===== config.mk =====
export PLATFORM = sky130hd
export DESIGN_NAME = sram_like_arbiter_flat
export DESIGN_NICKNAME = d
export VERILOG_FILES = /design/src/rtl/sram_like_arbiter_pkg.sv /design/src/rtl/sram_like_arbiter_if.sv /design/src/rtl/sram_like_arbiter_tag_fifo.sv /design/src/rtl/sram_like_arbiter.sv /design/src/flat_wrapper.sv
export SDC_FILE = /design/constraint.sdc
export NUM_CORES = 1
export LEC_CHECK = 0
export CAP_MARGIN = 20
export CORE_AREA = 4 4 124 126
export CTS_BUF_LIST = sky130_fd_sc_hd__clkbuf_16
export DETAILED_ROUTE_END_ITERATION = 10
export DIE_AREA = 0 0 128 130
export GPL_TIMING_DRIVEN = 0
export PLACE_DENSITY_LB_ADDON = 0.3
export SLEW_MARGIN = 40
export SYNTH_ARGS = -nofsm -noshare
export SYNTH_HDL_FRONTEND = slang
export SYNTH_SLANG_ARGS = --single-unit

===== constraint.sdc =====
create_clock -name clk -period 5.82 [get_ports clk]
set_clock_uncertainty 0.15 [all_clocks]
set_input_delay 0.873 -clock clk [delete_from_list [all_inputs] [get_ports clk]]
set_output_delay 0.873 -clock clk [all_outputs]
set_load 0.005 [all_outputs]

===== src/rtl/sram_like_arbiter_pkg.sv =====
// rtl/sram_like_arbiter_pkg.sv - shared types and constants for the SRAM-like port arbiter
package sram_like_arbiter_pkg;

    typedef enum logic {
        SRC_INST = 1'b0,
        SRC_DATA = 1'b1
    } arb_src_e;

    typedef enum logic {
        ST_IDLE = 1'b0,
        ST_WAIT = 1'b1
    } arb_state_e;

    localparam logic [2:0] ARB_INST_SIZE = 3'd2;

endpackage


===== src/rtl/sram_like_arbiter_if.sv =====
// rtl/sram_like_arbiter_if.sv - one SRAM-like port; the requester side uses master, the responder side uses slave
interface sram_like_arbiter_if;
    logic        req;
    logic        wr;
    logic [3:0]  wstrb;
    logic [2:0]  size;
    logic [31:0] addr;
    logic [31:0] wdata;
    logic        addr_ok;
    logic [31:0] rdata;
    logic        data_ok;

    modport master (
        output req, wr, wstrb, size, addr, wdata,
        input  addr_ok, rdata, data_ok
    );

    modport slave (
        input  req, wr, wstrb, size, addr, wdata,
        output addr_ok, rdata, data_ok
    );
endinterface


===== src/rtl/sram_like_arbiter_tag_fifo.sv =====
// rtl/sram_like_arbiter_tag_fifo.sv - arb_tag_fifo: in-order source tag FIFO with combinational full/empty
module arb_tag_fifo #(
    parameter int WIDTH = 1,
    parameter int DEPTH = 4
) (
    input  logic             clk,
    input  logic             resetn,
    input  logic             i_push,
    input  logic [WIDTH-1:0] i_din,
    input  logic             i_pop,
    output logic [WIDTH-1:0] o_head,
    output logic             o_full,
    output logic             o_empty
);
    localparam int PTR_W = $clog2(DEPTH);
    localparam int CNT_W = PTR_W + 1;

    logic [WIDTH-1:0] r_mem [DEPTH];
    logic [PTR_W-1:0] r_wptr;
    logic [PTR_W-1:0] r_rptr;
    logic [CNT_W-1:0] r_count;

    // DEPTH is a power of two, so pointers wrap by natural overflow
    always_ff @(posedge clk) begin
        if (!resetn) begin
            r_wptr  <= '0;
            r_rptr  <= '0;
            r_count <= '0;
        end else begin
            if (i_push) r_wptr <= r_wptr + 1'b1;
            if (i_pop)  r_rptr <= r_rptr + 1'b1;
            case ({i_push, i_pop})
                2'b10:   r_count <= r_count + 1'b1;
                2'b01:   r_count <= r_count - 1'b1;
                default: r_count <= r_count;
            endcase
        end
    end

    always_ff @(posedge clk) begin
        if (i_push) r_mem[r_wptr] <= i_din;
    end

    assign o_head  = r_mem[r_rptr];
    assign o_full  = (r_count == CNT_W'(DEPTH));
    assign o_empty = (r_count == '0);
endmodule


===== src/rtl/sram_like_arbiter.sv =====
// rtl/sram_like_arbiter.sv - merges fetch and data SRAM-like ports onto one memory port; ARB_ROUND_ROBIN_EN selects round-robin ties
module sram_like_arbiter
    import sram_like_arbiter_pkg::*;
#(
    parameter int OUTSTANDING = 4
) (
    input  logic                 clk,
    input  logic                 resetn,
    sram_like_arbiter_if.slave   inst_if,
    sram_like_arbiter_if.slave   data_if,
    sram_like_arbiter_if.master  mem_if
);
    arb_state_e r_state;
    arb_state_e w_state_nxt;
    arb_src_e   r_lock_src;
    arb_src_e   w_grant_src;
    arb_src_e   w_tie_src;
    logic       w_mem_req;
    logic       w_accept;
    logic       w_pop;
    logic       w_full;
    logic       w_empty;
    logic [0:0] w_head;

`ifdef ARB_ROUND_ROBIN_EN
    arb_src_e r_last_src;

    always_ff @(posedge clk) begin
        if (!resetn)       r_last_src <= SRC_INST;
        else if (w_accept) r_last_src <= w_grant_src;
    end

    assign w_tie_src = (r_last_src == SRC_INST) ? SRC_DATA : SRC_INST;
`else
    // data requests belong to older instructions, so they win ties
    assign w_tie_src = SRC_DATA;
`endif

    always_comb begin
        w_grant_src = SRC_INST;
        w_state_nxt = r_state;
        if (r_state == ST_WAIT)               w_grant_src = r_lock_src;
        else if (inst_if.req && data_if.req)  w_grant_src = w_tie_src;
        else if (data_if.req)                 w_grant_src = SRC_DATA;

        w_mem_req = (inst_if.req || data_if.req) && !w_full && resetn;
        w_accept  = w_mem_req && mem_if.addr_ok;

        case (r_state)
            ST_IDLE: if (w_mem_req && !mem_if.addr_ok) w_state_nxt = ST_WAIT;
            ST_WAIT: if (w_accept)                     w_state_nxt = ST_IDLE;
            default:                                   w_state_nxt = ST_IDLE;
        endcase
    end

    always_ff @(posedge clk) begin
        if (!resetn) begin
            r_state    <= ST_IDLE;
            r_lock_src <= SRC_INST;
        end else begin
            r_state <= w_state_nxt;
            if (r_state == ST_IDLE && w_state_nxt == ST_WAIT) r_lock_src <= w_grant_src;
        end
    end

    assign mem_if.req   = w_mem_req;
    assign mem_if.wr    = (w_grant_src == SRC_DATA) ? data_if.wr    : 1'b0;
    assign mem_if.wstrb = (w_grant_src == SRC_DATA) ? data_if.wstrb : 4'h0;
    assign mem_if.size  = (w_grant_src == SRC_DATA) ? data_if.size  : ARB_INST_SIZE;
    assign mem_if.addr  = (w_grant_src == SRC_DATA) ? data_if.addr  : inst_if.addr;
    assign mem_if.wdata = (w_grant_src == SRC_DATA) ? data_if.wdata : 32'h0;

    assign inst_if.addr_ok = w_accept && (w_grant_src == SRC_INST);
    assign data_if.addr_ok = w_accept && (w_grant_src == SRC_DATA);

    // responses with no outstanding tag (e.g. issued before a reset) are dropped
    assign w_pop = mem_if.data_ok && !w_empty && resetn;

    arb_tag_fifo #(
        .WIDTH (1),
        .DEPTH (OUTSTANDING)
    ) u_tag_fifo (
        .clk     (clk),
        .resetn  (resetn),
        .i_push  (w_accept),
        .i_din   (1'(w_grant_src)),
        .i_pop   (w_pop),
        .o_head  (w_head),
        .o_full  (w_full),
        .o_empty (w_empty)
    );

    assign inst_if.data_ok = w_pop && (w_head == 1'(SRC_INST));
    assign data_if.data_ok = w_pop && (w_head == 1'(SRC_DATA));
    assign inst_if.rdata   = mem_if.rdata;
    assign data_if.rdata   = mem_if.rdata;

    always_ff @(posedge clk) begin
        assert (!(resetn && mem_if.data_ok && w_empty))
            else $error("sram_like_arbiter: mem_data_ok with no outstanding transaction");
    end
endmodule


===== src/flat_wrapper.sv =====
// flat-port wrapper written by rule: the top's interface ports become plain ports
module sram_like_arbiter_flat import sram_like_arbiter_pkg::*;
#(
    parameter int OUTSTANDING = 4
)
  (clk, resetn, inst_if_req, inst_if_wr, inst_if_wstrb, inst_if_size, inst_if_addr, inst_if_wdata, inst_if_addr_ok, inst_if_rdata, inst_if_data_ok, data_if_req, data_if_wr, data_if_wstrb, data_if_size, data_if_addr, data_if_wdata, data_if_addr_ok, data_if_rdata, data_if_data_ok, mem_if_req, mem_if_wr, mem_if_wstrb, mem_if_size, mem_if_addr, mem_if_wdata, mem_if_addr_ok, mem_if_rdata, mem_if_data_ok);
  sram_like_arbiter_if inst_if_i ();
  sram_like_arbiter_if data_if_i ();
  sram_like_arbiter_if mem_if_i ();
  input  logic clk;
  input  logic resetn;
  input wire logic [$bits(inst_if_i.req)-1:0] inst_if_req;
  input wire logic [$bits(inst_if_i.wr)-1:0] inst_if_wr;
  input wire logic [$bits(inst_if_i.wstrb)-1:0] inst_if_wstrb;
  input wire logic [$bits(inst_if_i.size)-1:0] inst_if_size;
  input wire logic [$bits(inst_if_i.addr)-1:0] inst_if_addr;
  input wire logic [$bits(inst_if_i.wdata)-1:0] inst_if_wdata;
  output wire logic [$bits(inst_if_i.addr_ok)-1:0] inst_if_addr_ok;
  output wire logic [$bits(inst_if_i.rdata)-1:0] inst_if_rdata;
  output wire logic [$bits(inst_if_i.data_ok)-1:0] inst_if_data_ok;
  input wire logic [$bits(data_if_i.req)-1:0] data_if_req;
  input wire logic [$bits(data_if_i.wr)-1:0] data_if_wr;
  input wire logic [$bits(data_if_i.wstrb)-1:0] data_if_wstrb;
  input wire logic [$bits(data_if_i.size)-1:0] data_if_size;
  input wire logic [$bits(data_if_i.addr)-1:0] data_if_addr;
  input wire logic [$bits(data_if_i.wdata)-1:0] data_if_wdata;
  output wire logic [$bits(data_if_i.addr_ok)-1:0] data_if_addr_ok;
  output wire logic [$bits(data_if_i.rdata)-1:0] data_if_rdata;
  output wire logic [$bits(data_if_i.data_ok)-1:0] data_if_data_ok;
  output wire logic [$bits(mem_if_i.req)-1:0] mem_if_req;
  output wire logic [$bits(mem_if_i.wr)-1:0] mem_if_wr;
  output wire logic [$bits(mem_if_i.wstrb)-1:0] mem_if_wstrb;
  output wire logic [$bits(mem_if_i.size)-1:0] mem_if_size;
  output wire logic [$bits(mem_if_i.addr)-1:0] mem_if_addr;
  output wire logic [$bits(mem_if_i.wdata)-1:0] mem_if_wdata;
  input wire logic [$bits(mem_if_i.addr_ok)-1:0] mem_if_addr_ok;
  input wire logic [$bits(mem_if_i.rdata)-1:0] mem_if_rdata;
  input wire logic [$bits(mem_if_i.data_ok)-1:0] mem_if_data_ok;
  assign inst_if_i.req = inst_if_req;
  assign inst_if_i.wr = inst_if_wr;
  assign inst_if_i.wstrb = inst_if_wstrb;
  assign inst_if_i.size = inst_if_size;
  assign inst_if_i.addr = inst_if_addr;
  assign inst_if_i.wdata = inst_if_wdata;
  assign inst_if_addr_ok = inst_if_i.addr_ok;
  assign inst_if_rdata = inst_if_i.rdata;
  assign inst_if_data_ok = inst_if_i.data_ok;
  assign data_if_i.req = data_if_req;
  assign data_if_i.wr = data_if_wr;
  assign data_if_i.wstrb = data_if_wstrb;
  assign data_if_i.size = data_if_size;
  assign data_if_i.addr = data_if_addr;
  assign data_if_i.wdata = data_if_wdata;
  assign data_if_addr_ok = data_if_i.addr_ok;
  assign data_if_rdata = data_if_i.rdata;
  assign data_if_data_ok = data_if_i.data_ok;
  assign mem_if_req = mem_if_i.req;
  assign mem_if_wr = mem_if_i.wr;
  assign mem_if_wstrb = mem_if_i.wstrb;
  assign mem_if_size = mem_if_i.size;
  assign mem_if_addr = mem_if_i.addr;
  assign mem_if_wdata = mem_if_i.wdata;
  assign mem_if_i.addr_ok = mem_if_addr_ok;
  assign mem_if_i.rdata = mem_if_rdata;
  assign mem_if_i.data_ok = mem_if_data_ok;
  sram_like_arbiter #(.OUTSTANDING(OUTSTANDING)) u_core (.clk(clk), .resetn(resetn), .inst_if(inst_if_i), .data_if(data_if_i), .mem_if(mem_if_i));
endmodule

==> run summary <==
status: complete, no violations
RR Endpoint: u_core.u_tag_fifo.r_count[2]
Simple-Gate Fraction of Synth Area: 20.37%
starting utilization of the core area: 13.17%
vias in the first global route: 2575
M1 wire length: 3692 um
Worst Hold End: u_core.r_lock_src
Min-Delay Path Class: register to register
Worst-Margin Slew: 0.3939 ns
first-pass GRT wire length: 13710 um
HPWL after DPL: 8661 um
Worst Path Required: 4.80 ns
multiplexer share of the synthesized area: 22.43%
RR Startpoint: u_core.u_tag_fifo.r_count[0]
Seq cells post-synth: 15
setup TNS: 0 ns
Arr. time, crit path: 2.93 ns
diodes inserted: 0
RePlAce Congestion: 0.7405
met2 routed WL: 5168 um
VDD IR-drop max: 107.4 uV
drt first pass iters: 4
worst setup margin: 1.867 ns
Clock Path Buffers: 2
Crit Path Class: input pin to primary output
clk sinks: 15
Global Route Usage Sum: 10.30%
Area growth, synth to finish: 149.2%
max-cap violations: 0
Multi-input gate area: 983.4 um2
drt drc: 0
die area: 16640 um2
Post-Route WL: 9590 um
Synth Area in Adders: 4.380%
LEAKAGE: 1.871 nW
final hold vios: 0
Fmax: 0.2530 GHz
Die Width: 128 um
crit path launch type: input pin
Ys Warns: 0
Synth cell types: 33
met3 WL: 729 um
Post-DRT Antenna Nets: 0
DP Worst Slack: 1.809 ns
RSZ-0062 raised after global routing: false
DR vias/cell: 3.497
I/O Buffers: 250
H-Tree Depth: 1
Final min period: 3.953 ns
crit share post-route: 67.92%
Clock Root Buffer: clkbuf_16
largest family of logic cells by synthesized area: buffers and inverters
fillers: 1508
Worst Hold Path Cells: 2
Post-CTS Setup Repair Bufs: 0
sequential cell area fraction in the yosys report: 18.05%
complex-gate fraction of the synthesized area: 3.119%
CTS tree: done
XOR/XNOR share of the synthesized area: 1.858%
Worst Hold Launch: u_core.r_lock_src
Cell Area, Synth: 1886 um2
height of the chip: 130 um
FP Rows: 44
Worst setup EP type: primary output
Core Util, Final: 32.82%
Synth Instances: 214
CTS Buf Count: 3
vias: 2280
worst skew pair latency: 0.24 ns
Slew Viols, Final: 0
post-cts gate resize count: 0
largest net degree at the start of global routing: 11
core area: 14310 um2
global route total overflow: 0
commonest cells after routing, fill and taps aside: clkdlybuf4s50_1, buf_4, nor2b_1
initial antenna violation count: 0
Layout Nets: 657
Slew headroom: 73.41%
Storage cell area: 340.3 um2
Synth Net Count: 402
First DRT Iteration DRCs: 54
Finish-stage setup viols: 0
I/O pin total: 323
Wirelength per Cell: 14.71 um
R2R Setup Slk: 3.26 ns
R2R cell count: 9
share of cells above drive strength 1: 25.00%
Clock transition at path regs: 0.05 ns
Final Power: 0.6000 mW
DR top layer: met3
P per Cell Area: 127.7 nW/um2
mean post-synth cell area: 8.811 um2
hold buffers post-CTS: 0
commonest non-fill, non-tap cell in the layout: clkdlybuf4s50_1
worst-path fanout max: 10
==> worst max-delay path by stage <==
stage | from | endpoint
3_3_place_gp | data_if_req | mem_if_addr[13]
5_1_grt | data_if_req | mem_if_addr[12]
6_report | data_if_req | mem_if_addr[13]
4_1_cts | data_if_req | mem_if_addr[13]
2_1_floorplan | data_if_req | u_core.u_tag_fifo.r_count[2]
3_5_place_dp | data_if_req | mem_if_addr[13]
==> final cells by class <==
class,count,area share (%)
buffer,73,11.34
clock inverter,1,0.1065
multi-input combinational,119,20.93
inverter,7,0.6125
clock buffer,3,1.598
timing repair buffer,250,53.26
tap,184,4.900
sequential,15,7.244
==> layer usage <==
metal / track usage (%) / up-vias
met5: 0 / -
met4: 0.3745 / 0
met3: 3.029 / 0
met2: 18.73 / 103
met1: 12.73 / 1032
li1: - / 1145
==> per-stage QoR <==
step                hold slack [ns]  instance area, um2  instances
floorplan                    0.2844                1886        214
global placement             0.3088                4618        648
detailed placement           0.3202                4618        648
CTS                          0.3282                4698        652
global route                 0.3639                4698        652
finish                       0.3265                4698        652
==> synth_stat cells <==
| master | number | area share (%) |
|---|---|---|
| mux2_2 | 32 | 19 |
| mux2i_1 | 4 | 2.1 |
| nand2_1 | 3 | 0.60 |
| dfxtp_1 | 11 | 12 |
| buf_4 | 66 | 26 |
| and2_2 | 4 | 1.6 |
| or2_2 | 1 | 0.33 |
| o31a_2 | 1 | 0.53 |
| ha_1 | 5 | 3.3 |
| buf_6 | 1 | 0.60 |
| and3_1 | 2 | 0.66 |
| o21ai_0 | 2 | 0.53 |
| o311ai_0 | 1 | 0.46 |
| nor2_1 | 9 | 1.8 |
| a21oi_1 | 2 | 0.53 |
| xnor2_1 | 2 | 0.93 |
| o31ai_2 | 1 | 0.66 |
| mux4_2 | 1 | 1.2 |
| buf_2 | 3 | 0.80 |
| fa_1 | 1 | 1.1 |
| or3_2 | 1 | 0.40 |
| or3b_1 | 1 | 0.46 |
| nor3_2 | 1 | 0.53 |
| clkbuf_1 | 3 | 0.60 |
| inv_1 | 6 | 1.2 |
| nor2b_1 | 39 | 13 |
| nor3b_1 | 1 | 0.40 |
| edfxtp_1 | 4 | 6.4 |
| nor4_1 | 1 | 0.33 |
| nand4_1 | 1 | 0.33 |
| inv_4 | 1 | 0.33 |
| xor2_1 | 2 | 0.93 |
| o21a_1 | 1 | 0.40 |
==> cells by family (layout without fill, tap and decap cells) <==
| family | Yosys count | in the layout |
|---|---|---|
| adders and majority gates | 6 | 6 |
| buffers and inverters | 80 | 334 |
| muxes | 37 | 37 |
| AOI/OAI and AO/OA | 8 | 8 |
| and+or+nand+nor | 64 | 64 |
| xor gates and xnor gates | 4 | 4 |
| DFF | 15 | 15 |
==> where the power goes <==
part | total, mW | internal, mW | switching (mW)
clock | 0.133 | 0.0917 | 0.0417
combinational | 0.344 | 0.243 | 0.101
sequential | 0.122 | 0.115 | 0.00723
==> critical path, stage by stage <==
cell and delay, ns:
clkdlybuf4s50_1 0.45, mux2i_1 0.17, buf_2 0.31, buf_4 0.25
mux2_2 0.39, clkdlybuf4s50_1 0.48
(Power assumes the default switching activity.)
